[src/rtl/dvsi_scan_ctrl.sv]
`default_nettype none
// ============================================================================
//  Module   : dvsi_scan_ctrl
//  Purpose  : Frame-scan sequencer for the DVSI event-sensor pads. A start
//             trigger walks the sensor through reset, row select, analog
//             sample, column-group scan with xydata/on/off capture, and
//             array reset for every row. Pixel groups with any on/off flag
//             set become 32-bit events in a first-word fall-through FIFO
//             that drains through a valid/ready port.
//  Ports    : clk_i, rst_i (async, active high)
//             start_i                    frame trigger, sampled in IDLE
//             cfg_we_i / cfg_wdata_i     config write, ignored while busy
//             busy_o, frame_done_o       frame status
//             dvsi_*_o                   registered sensor pad controls
//             dvsi_xydata_i, dvsi_on_i, dvsi_off_i   sensor read-back
//             evt_valid_o / evt_ready_i / evt_data_o event stream
//  Revision : 1.0 - initial release
// ============================================================================
module dvsi_scan_ctrl #(
  parameter int NUM_ROWS   = 64,
  parameter int NUM_COLS   = 64,
  parameter int CLK_DIV    = 4,
  parameter int FIFO_DEPTH = 4
) (
  input  logic        clk_i,
  input  logic        rst_i,
  input  logic        start_i,
  input  logic        cfg_we_i,
  input  logic [7:0]  cfg_wdata_i,
  output logic        busy_o,
  output logic        frame_done_o,
  output logic        dvsi_ynrst_o,
  output logic        dvsi_xnrst_o,
  output logic        dvsi_yclk_o,
  output logic        dvsi_xclk_o,
  output logic        dvsi_asa_o,
  output logic        dvsi_are_o,
  output logic        dvsi_asy_o,
  output logic        dvsi_sxy_o,
  output logic [7:0]  dvsi_cfg_o,
  input  logic [7:0]  dvsi_xydata_i,
  input  logic [3:0]  dvsi_on_i,
  input  logic [3:0]  dvsi_off_i,
  output logic        evt_valid_o,
  input  logic        evt_ready_i,
  output logic [31:0] evt_data_o
);

  localparam int c_num_groups = NUM_COLS / 4;
  localparam int c_cw         = (CLK_DIV > 1) ? $clog2(CLK_DIV) : 1;
  localparam int c_aw         = $clog2(FIFO_DEPTH);

  localparam logic [c_cw-1:0] c_cnt_load   = c_cw'(CLK_DIV - 1);
  localparam logic [7:0]      c_last_row   = 8'(NUM_ROWS - 1);
  localparam logic [7:0]      c_last_group = 8'(c_num_groups - 1);

  typedef enum logic [3:0] {
    S_IDLE      = 4'd0,
    S_RST       = 4'd1,
    S_YCLK_H    = 4'd2,
    S_YCLK_L    = 4'd3,
    S_ASA       = 4'd4,
    S_XCLK_H    = 4'd5,
    S_XCLK_L    = 4'd6,
    S_SAMPLE    = 4'd7,
    S_WAIT_FIFO = 4'd8,
    S_ARE       = 4'd9,
    S_DONE      = 4'd10
  } state_t;

  // --------------------------------------------------------------------------
  // Registers
  // --------------------------------------------------------------------------
  state_t          r_state;
  logic [c_cw-1:0] r_cnt;
  logic [7:0]      r_row;
  logic [7:0]      r_group;
  logic [7:0]      r_xy;
  logic [3:0]      r_on;
  logic [3:0]      r_off;
  logic [7:0]      r_cfg;

  logic            r_busy;
  logic            r_frame_done;
  logic            r_ynrst;
  logic            r_xnrst;
  logic            r_yclk;
  logic            r_xclk;
  logic            r_asa;
  logic            r_are;
  logic            r_sxy;

  logic [31:0]     r_mem [FIFO_DEPTH];
  logic [c_aw:0]   r_wr_ptr;
  logic [c_aw:0]   r_rd_ptr;

  // --------------------------------------------------------------------------
  // Combinational signals
  // --------------------------------------------------------------------------
  state_t          w_state_nxt;
  logic [7:0]      w_row_nxt;
  logic [7:0]      w_group_nxt;
  logic            w_push;
  logic            w_capture;
  logic            w_cnt_done;
  logic            w_empty;
  logic            w_full;
  logic            w_pop;
  logic            w_space;
  logic            w_hit;

  logic            w_busy_nxt;
  logic            w_frame_done_nxt;
  logic            w_ynrst_nxt;
  logic            w_xnrst_nxt;
  logic            w_yclk_nxt;
  logic            w_xclk_nxt;
  logic            w_asa_nxt;
  logic            w_are_nxt;
  logic            w_sxy_nxt;

  assign w_cnt_done = (r_cnt == '0);
  assign w_empty    = (r_wr_ptr == r_rd_ptr);
  assign w_full     = (r_wr_ptr[c_aw-1:0] == r_rd_ptr[c_aw-1:0]) &&
                      (r_wr_ptr[c_aw] != r_rd_ptr[c_aw]);
  assign w_pop      = !w_empty && evt_ready_i;
  // A pop in the same cycle frees the slot, so a full FIFO can still accept.
  assign w_space    = !w_full || w_pop;
  assign w_hit      = |{r_on, r_off};

  // --------------------------------------------------------------------------
  // Next-state logic
  // --------------------------------------------------------------------------
  always_comb begin
    w_state_nxt = r_state;
    w_row_nxt   = r_row;
    w_group_nxt = r_group;
    w_push      = 1'b0;
    w_capture   = 1'b0;

    case (r_state)
      S_IDLE: begin
        if (start_i) w_state_nxt = S_RST;
      end
      S_RST: begin
        if (w_cnt_done) w_state_nxt = S_YCLK_H;
      end
      S_YCLK_H: begin
        if (w_cnt_done) w_state_nxt = S_YCLK_L;
      end
      S_YCLK_L: begin
        if (w_cnt_done) w_state_nxt = S_ASA;
      end
      S_ASA: begin
        if (w_cnt_done) w_state_nxt = S_XCLK_H;
      end
      S_XCLK_H: begin
        if (w_cnt_done) w_state_nxt = S_XCLK_L;
      end
      S_XCLK_L: begin
        if (w_cnt_done) begin
          w_capture   = 1'b1;
          w_state_nxt = S_SAMPLE;
        end
      end
      // WAIT_FIFO is only entered with a nonzero sample held, so it shares
      // the SAMPLE decision and simply repeats it until space appears.
      S_SAMPLE, S_WAIT_FIFO: begin
        if (w_hit && !w_space) begin
          w_state_nxt = S_WAIT_FIFO;
        end else begin
          w_push = w_hit;
          if (r_group == c_last_group) begin
            w_state_nxt = S_ARE;
          end else begin
            w_state_nxt = S_XCLK_H;
            w_group_nxt = r_group + 8'd1;
          end
        end
      end
      S_ARE: begin
        if (w_cnt_done) begin
          w_group_nxt = 8'd0;
          if (r_row == c_last_row) begin
            w_state_nxt = S_DONE;
          end else begin
            w_state_nxt = S_YCLK_H;
            w_row_nxt   = r_row + 8'd1;
          end
        end
      end
      S_DONE: begin
        w_state_nxt = S_IDLE;
        w_row_nxt   = 8'd0;
      end
      default: begin
        w_state_nxt = S_IDLE;
      end
    endcase
  end

  // --------------------------------------------------------------------------
  // Pad values for the state being entered; registered so that every pad
  // changes exactly on the state boundary without decode glitches.
  // --------------------------------------------------------------------------
  always_comb begin
    w_busy_nxt       = (w_state_nxt != S_IDLE);
    w_frame_done_nxt = 1'b0;
    w_ynrst_nxt      = 1'b0;
    w_xnrst_nxt      = 1'b0;
    w_yclk_nxt       = 1'b0;
    w_xclk_nxt       = 1'b0;
    w_asa_nxt        = 1'b0;
    w_are_nxt        = 1'b0;
    w_sxy_nxt        = 1'b0;

    case (w_state_nxt)
      S_YCLK_H: begin
        w_ynrst_nxt = 1'b1;
        w_yclk_nxt  = 1'b1;
      end
      S_YCLK_L: begin
        w_ynrst_nxt = 1'b1;
      end
      S_ASA: begin
        w_ynrst_nxt = 1'b1;
        w_asa_nxt   = 1'b1;
      end
      S_XCLK_H: begin
        w_ynrst_nxt = 1'b1;
        w_xnrst_nxt = 1'b1;
        w_sxy_nxt   = 1'b1;
        w_xclk_nxt  = 1'b1;
      end
      S_XCLK_L, S_SAMPLE, S_WAIT_FIFO: begin
        w_ynrst_nxt = 1'b1;
        w_xnrst_nxt = 1'b1;
        w_sxy_nxt   = 1'b1;
      end
      S_ARE: begin
        w_ynrst_nxt = 1'b1;
        w_are_nxt   = 1'b1;
      end
      S_DONE: begin
        w_frame_done_nxt = 1'b1;
      end
      default: begin
        w_busy_nxt = w_busy_nxt;
      end
    endcase
  end

  // --------------------------------------------------------------------------
  // State, counters and pad registers
  // --------------------------------------------------------------------------
  always_ff @(posedge clk_i or posedge rst_i) begin
    if (rst_i) begin
      r_state      <= S_IDLE;
      r_cnt        <= '0;
      r_row        <= 8'd0;
      r_group      <= 8'd0;
      r_xy         <= 8'd0;
      r_on         <= 4'd0;
      r_off        <= 4'd0;
      r_cfg        <= 8'd0;
      r_busy       <= 1'b0;
      r_frame_done <= 1'b0;
      r_ynrst      <= 1'b0;
      r_xnrst      <= 1'b0;
      r_yclk       <= 1'b0;
      r_xclk       <= 1'b0;
      r_asa        <= 1'b0;
      r_are        <= 1'b0;
      r_sxy        <= 1'b0;
      r_wr_ptr     <= '0;
      r_rd_ptr     <= '0;
    end else begin
      r_state <= w_state_nxt;
      r_row   <= w_row_nxt;
      r_group <= w_group_nxt;

      // Half-phase counter: reload on every state change, count down to 0.
      if (w_state_nxt != r_state) begin
        r_cnt <= c_cnt_load;
      end else if (!w_cnt_done) begin
        r_cnt <= r_cnt - 1'b1;
      end

      if (w_capture) begin
        r_xy  <= dvsi_xydata_i;
        r_on  <= dvsi_on_i;
        r_off <= dvsi_off_i;
      end

      if (cfg_we_i && !r_busy) begin
        r_cfg <= cfg_wdata_i;
      end

      r_busy       <= w_busy_nxt;
      r_frame_done <= w_frame_done_nxt;
      r_ynrst      <= w_ynrst_nxt;
      r_xnrst      <= w_xnrst_nxt;
      r_yclk       <= w_yclk_nxt;
      r_xclk       <= w_xclk_nxt;
      r_asa        <= w_asa_nxt;
      r_are        <= w_are_nxt;
      r_sxy        <= w_sxy_nxt;

      if (w_push) r_wr_ptr <= r_wr_ptr + 1'b1;
      if (w_pop)  r_rd_ptr <= r_rd_ptr + 1'b1;
    end
  end

  // Event storage needs no reset; the pointers alone define its contents.
  always_ff @(posedge clk_i) begin
    if (w_push) begin
      r_mem[r_wr_ptr[c_aw-1:0]] <= {r_row, r_group, r_xy, r_on, r_off};
    end
  end

  // --------------------------------------------------------------------------
  // Outputs
  // --------------------------------------------------------------------------
  assign busy_o       = r_busy;
  assign frame_done_o = r_frame_done;
  assign dvsi_ynrst_o = r_ynrst;
  assign dvsi_xnrst_o = r_xnrst;
  assign dvsi_yclk_o  = r_yclk;
  assign dvsi_xclk_o  = r_xclk;
  assign dvsi_asa_o   = r_asa;
  assign dvsi_are_o   = r_are;
  assign dvsi_asy_o   = 1'b0;
  assign dvsi_sxy_o   = r_sxy;
  assign dvsi_cfg_o   = r_cfg;
  assign evt_valid_o  = !w_empty;
  assign evt_data_o   = r_mem[r_rd_ptr[c_aw-1:0]];

endmodule
`default_nettype wire

[config.mk]
export PLATFORM = sky130hd
export DESIGN_NAME = dvsi_scan_ctrl
export DESIGN_NICKNAME = d
export VERILOG_FILES = /design/src/rtl/dvsi_scan_ctrl.sv
export SDC_FILE = /design/constraint.sdc
export NUM_CORES = 1
export LEC_CHECK = 0
export ABC_AREA = 1
export BUFFER_PORTS_ARGS = -buffer_cell sky130_fd_sc_hd__buf_2
export CAP_MARGIN = 20
export CORE_MARGIN = 2
export CORE_UTILIZATION = 42
export DETAILED_ROUTE_END_ITERATION = 7
export HOLD_SLACK_MARGIN = 0.1
export SLEW_MARGIN = 10
export SYNTH_ARGS = -nofsm -noshare
export SYNTH_HDL_FRONTEND = slang
export SYNTH_SLANG_ARGS = --single-unit
export TNS_END_PERCENT = 5
[constraint.sdc]
create_clock -name clk_i -period 8 [get_ports clk_i]
set_input_delay 1.6 -clock clk_i [delete_from_list [all_inputs] [get_ports clk_i]]
set_output_delay 1.6 -clock clk_i [all_outputs]
set_load 0.05 [all_outputs]
# After elaboration in Yosys (flattened, before gate mapping)
# Memory sizes are Yosys's and may differ from the RTL's.
# Cells that the tools add are included.
[classes]
add_sub_neg = 5
n_eq_ne = 30
mux = 34
reduce_logical = 20
[ops]
columns = ["cell", "n"]
rows = [
  ["$mux W4", 11],
  ["$mux W8", 5],
  ["$pmux W4 S9", 1],
  ["$eq A4 B3 Y1 const B", 8],
  ["$pmux W8 S2", 2],
  ["$eq A4 B4 Y1 const B", 6],
  ["$add A8 B1 Y8 const B", 2],
  ["$eq A4 B2 Y1 const B", 4],
  ["$reduce_or A8 Y1", 2],
  ["$mux W1", 13],
  ["$eq A8 B4 Y1 const B", 1],
  ["$eq A8 B6 Y1 const B", 1],
  ["$ne A2 B2 Y1 const B", 4],
  ["$add A3 B1 Y3 const B", 2],
  ["$eq A4 B1 Y1 const B", 1],
  ["$logic_and A1 B1 Y1", 4],
  ["$logic_not A1 Y1", 4],
  ["$logic_not A4 Y1", 1],
  ["$mux W2", 2],
  ["$ne A4 B4 Y1", 1],
  ["$reduce_and A4 Y1", 1],
  ["$reduce_bool A2 Y1", 2],
  ["$reduce_bool A4 Y1", 1],
  ["$reduce_or A4 Y1", 1],
  ["other kinds (9)", 9],
]
[word_totals]
reg_bits = 60
ram_bits = 128
output_inout_bits = 51
elab_cells = 108
n_memories = 1
[memory_table]
columns = ["name", "depth", "word_bits", "rd", "rd_ports_with_merged_regs", "write_ports", "line", "text"]
rows = [
  ["r_mem", 4, 32, 1, 0, 1, "93", "logic [31:0] r_mem [FIFO_DEPTH];"],
]

# Longest topological paths before layout
[depth]
ltp_word = 11
ltp_mapped = 12
depth_no_buf = 12

# Worst setup path after synthesis
# OpenSTA, ideal clock, no wires.
[synth_timing]
path_type = "input port to flip-flop"
from = "in evt_ready_i"
to = "mem r_mem[0][0], enable pin"
setup_ns = 0.421
arrival_time_ns = 3.253
setup_slack_ns = 4.325
path_stages = 4
cell_sequence = "inv_1 > nand3_2 > o211ai_4 > nor2_1"
[synth_via]
elab_chain_len = 8
[synth_lines]
columns = ["element", "line", "text"]
rows = [
  ["start, declared", "45", "input logic evt_ready_i,"],
  ["$logic_and A1 B1 Y1", "126", "assign w_pop = !w_empty && evt_ready_i;"],
  ["$logic_or A1 B1 Y1", "128", "assign w_space = !w_full || w_pop;"],
  ["$logic_not A1 Y1", "169", "if (w_hit && !w_space) begin"],
  ["$logic_and A1 B1 Y1", "169", ""],
  ["$mux W1", "169", ""],
  ["$mux W1", "141", "case (r_state)"],
  ["$mux W1", "316", "if (w_push) begin"],
  ["$mux W1 (implied by the code)", "317", "r_mem[r_wr_ptr[c_aw-1:0]] <= {r_row, r_group, r_xy, r_on, r_off};"],
  ["end, declared", "93", ""],
]
# No other way between the ends.

# Worst setup path in the final report
[layout_timing]
from = "reg r_rd_ptr[0]"
to = "out evt_data_o[21]"
[layout_via]
elab_chain_len = 1
[layout_lines]
columns = ["element", "line", "text"]
rows = [
  ["start, declared", "95", "logic [c_aw:0] r_rd_ptr;"],
  ["start signal, assigned", "310", "if (w_pop) r_rd_ptr <= r_rd_ptr + 1'b1;"],
  ["$mem_v2 Z4 W32", "n/a", ""],
  ["end, declared", "46", "output logic [31:0] evt_data_o"],
]
# No other way between the ends.

==> flow_summary.json <==
{
  "synth_top_area_share": 0.496,
  "area_delta_synth_final_pct": 15.4,
  "synth_edf_count": 128,
  "crit_required_ps": 6400,
  "avgSynthCellArea_sq_um": 11.7,
  "rows": 49,
  "dr.pass1.iters": 4,
  "n_antenna_cell": 0,
  "fin_skew_ps": 13.7,
  "ctsResizeCount": 0,
  "grt_antenna_before_repair": 0,
  "powerDensity_mw_per_mm2": 353,
  "synth_compound_area_frac": 0.0906,
  "via_per_inst": 5.21,
  "worstSetupEndpoint": "evt_data_o[21]",
  "ant_nets": 0,
  "synthesis.nets": 699,
  "top_layer_used": "met4",
  "cts_sinks": 188,
  "finalWorstSetupSlack_ps": 3530,
  "coreArea_sq_mm": 0.0180,
  "setup-tns-final_ps": 0,
  "wl_met3_um": 755,
  "p_leak_nw": 3.25,
  "cts_buffer_depth": 2,
  "r2r_slack_ps": 4440,
  "synth_top_family_by_area": "simple AND/OR/NAND/NOR gates",
  "place_worst_setup_slack_ps": 4000,
  "fin_crit_sh": 0.559,
  "final_cell_mix": "edfxtp_1, nand2_1, nor2_1",
  "die_w_um": 140,
  "die_area_sq_mm": 0.0196,
  "cts_hold_buf": 0,
  "synth-simple-area-share": 0.138,
  "finalNetCount": 778,
  "grt_pass1_vias": 5035,
  "drv_slew": 0,
  "cts_buffers": 17,
  "synthArstFlopShare": 0.319,
  "met1_length_um": 7290,
  "worst_slew_margin_rel": 0.431,
  "synth_top_cell_by_area": "edfxtp_1",
  "vdd_drop_max_uv": 214,
  "drt_wl_total_um": 16100,
  "yosysUniqueCellTypes": 33,
  "overflow": 0,
  "synth_xor_area_frac": 0.0192,
  "nFillCells": 1593,
  "max_freq_mhz": 224,
  "worstPathArrival_ps": 2870,
  "grt_pass1_wl_um": 26300,
  "setup_viol": 0,
  "hpwl_um": 9690,
  "synth_seq_cells": 188,
  "rsz0062_at_grt": "false",
  "synthCells": 662,
  "mostFrequentLayoutCell": "edfxtp_1",
  "tightest_slew_ps": 854,
  "fin_crit_ps": 4470,
  "io_buffers": 78,
  "wl_per_cell_um": 16.4,
  "io_pins": 80,
  "cts_tree": "yes",
  "grt_use_total": 0.172,
  "crit-reg2reg-launch": "r_rd_ptr[0]",
  "grt_max_degree": 68,
  "worstRegToRegCells": 9,
  "crit_path_end_kind": "output port",
  "status": "completed",
  "yosys-top-cells-area": "edfxtp_1, dfrtp_1, nand2_1, o21ai_0, nor2_1",
  "initial_utilization": 0.430,
  "gp_congestion": 0.851,
  "hold_violations": 0,
  "htree_levels": 4,
  "reg2reg_to": "r_mem[0][18]",
  "cts.clk_slew.worst_paths_ps": 70,
  "clk_latency_ps": 440,
  "route.met2.wl_um": 7870,
  "yosysWarnings": 0,
  "drtIter0Drc": 391,
  "muxShareOfSynthArea": 0.0116,
  "root_buffer": "clkbuf_16",
  "critical_path_class": "register to output port",
  "hp-class": "register to register",
  "vias": 5125,
  "postCtsSetupRepairBufs": 0,
  "cp-start-kind": "register",
  "synthFlopType": "edfxtp_1",
  "netlist_area_sq_mm": 0.00775,
  "drive_gt1_frac": 0.210,
  "cap_violations": 0,
  "startpoint": "r_rd_ptr[0]",
  "synth_adder_area_share": 0.0129,
  "cp_max_fo": 67,
  "ys_seq_area_frac": 0.690,
  "drc": 0,
  "die_h_um": 140
}
synthesized netlist by cell type, types with 5 or more instances:
library cell	instances
clkbuf_1	21
dfrtp_1	60
edfxtp_1	128
ha_1	8
inv_1	40
inv_2	5
mux2_2	8
nand2_1	107
nand2_2	6
nand3_1	15
nand3_2	5
nand4_1	6
nor2_1	92
nor3_1	6
o21ai_0	71
o21ai_1	8
o22ai_1	32
o31ai_1	6
xor2_1	14
critical path, stage by stage (launching register included):
cell and delay [ps]:
dfrtp_2 390, buf_4 330, inv_1 380, buf_4 550
o21ai_0 160, o22ai_1 290, buf_2 330
registers in the layout (all words and copies together) (netlist names), 2 cells and up:
register	count
r_state	4
r_cnt	2
r_rd_ptr	3
r_on	4
r_mem	128
r_wr_ptr	3
r_off	4
r_xy	8
r_row	8
dvsi_cfg_o	8
r_group	8
report_power, final:
| group | total [mW] | switching [mW] | internal, mW |
|---|---|---|---|
| clock network | 0.814 | 0.397 | 0.417 |
| logic | 1.17 | 0.910 | 0.262 |
| registers | 1.17 | 0.0511 | 1.12 |
worst min-delay path by stage:
| stage | startpoint | end | slack, ps | cells after the start |
|---|---|---|---|---|
| global placement | r_wr_ptr[2] | r_wr_ptr[2] | 480 | 1 |
| floorplan | r_wr_ptr[2] | r_wr_ptr[2] | 460 | 1 |
| CTS | dvsi_cfg_o[1] | dvsi_cfg_o[1] | 510 | 1 |
| finish | dvsi_cfg_o[1] | dvsi_cfg_o[1] | 510 | 1 |
| global route | dvsi_cfg_o[3] | dvsi_cfg_o[3] | 520 | 1 |
| detailed placement | dvsi_cfg_o[1] | dvsi_cfg_o[1] | 490 | 1 |
area by class of cell:
| type | instances | area [sq um] | share of cell area |
|---|---|---|---|
| clock buffers | 17 | 425 | 0.0475 |
| clock inverters | 15 | 148 | 0.0165 |
| inverters | 45 | 169 | 0.0189 |
| multi-input cells | 403 | 2120 | 0.237 |
| flip-flops and latches | 188 | 5350 | 0.597 |
| well taps | 229 | 287 | 0.0320 |
| repair buffers | 86 | 450 | 0.0503 |
per-stage QoR:
| stage | std cells | hold slack, ps | utilization | power (mW) | cell area (sq um) |
|---|---|---|---|---|---|
| floorplan | 662 | 463 | - | 2.10 | 7750 |
| global placement | 951 | 477 | 0.465 | 2.36 | 8380 |
| detailed placement | 951 | 493 | 0.465 | 2.37 | 8380 |
| CTS | 983 | 510 | 0.496 | 3.18 | 8950 |
| global route | 983 | 524 | 0.496 | 3.33 | 8950 |
| finish | 983 | 507 | 0.496 | 3.16 | 8950 |
kinds of logic (layout without fill, tap and decap cells):
group | count (synthesis) | after routing
other | 1 | 1
AOI/OAI and AO/OA | 123 | 123
muxes | 8 | 8
xor gates and xnor gates | 17 | 17
DFF | 188 | 188
and+or+nand+nor | 246 | 246
buffers and inverters | 71 | 163
adders and majority gates | 8 | 8
routing by layer:
layer,vias up,global-route usage
met5,-,0
met4,0,0.0600
met3,18,0.0354
met2,143,0.281
met1,2507,0.230
li1,2457,-
(Power assumes the default switching activity.)
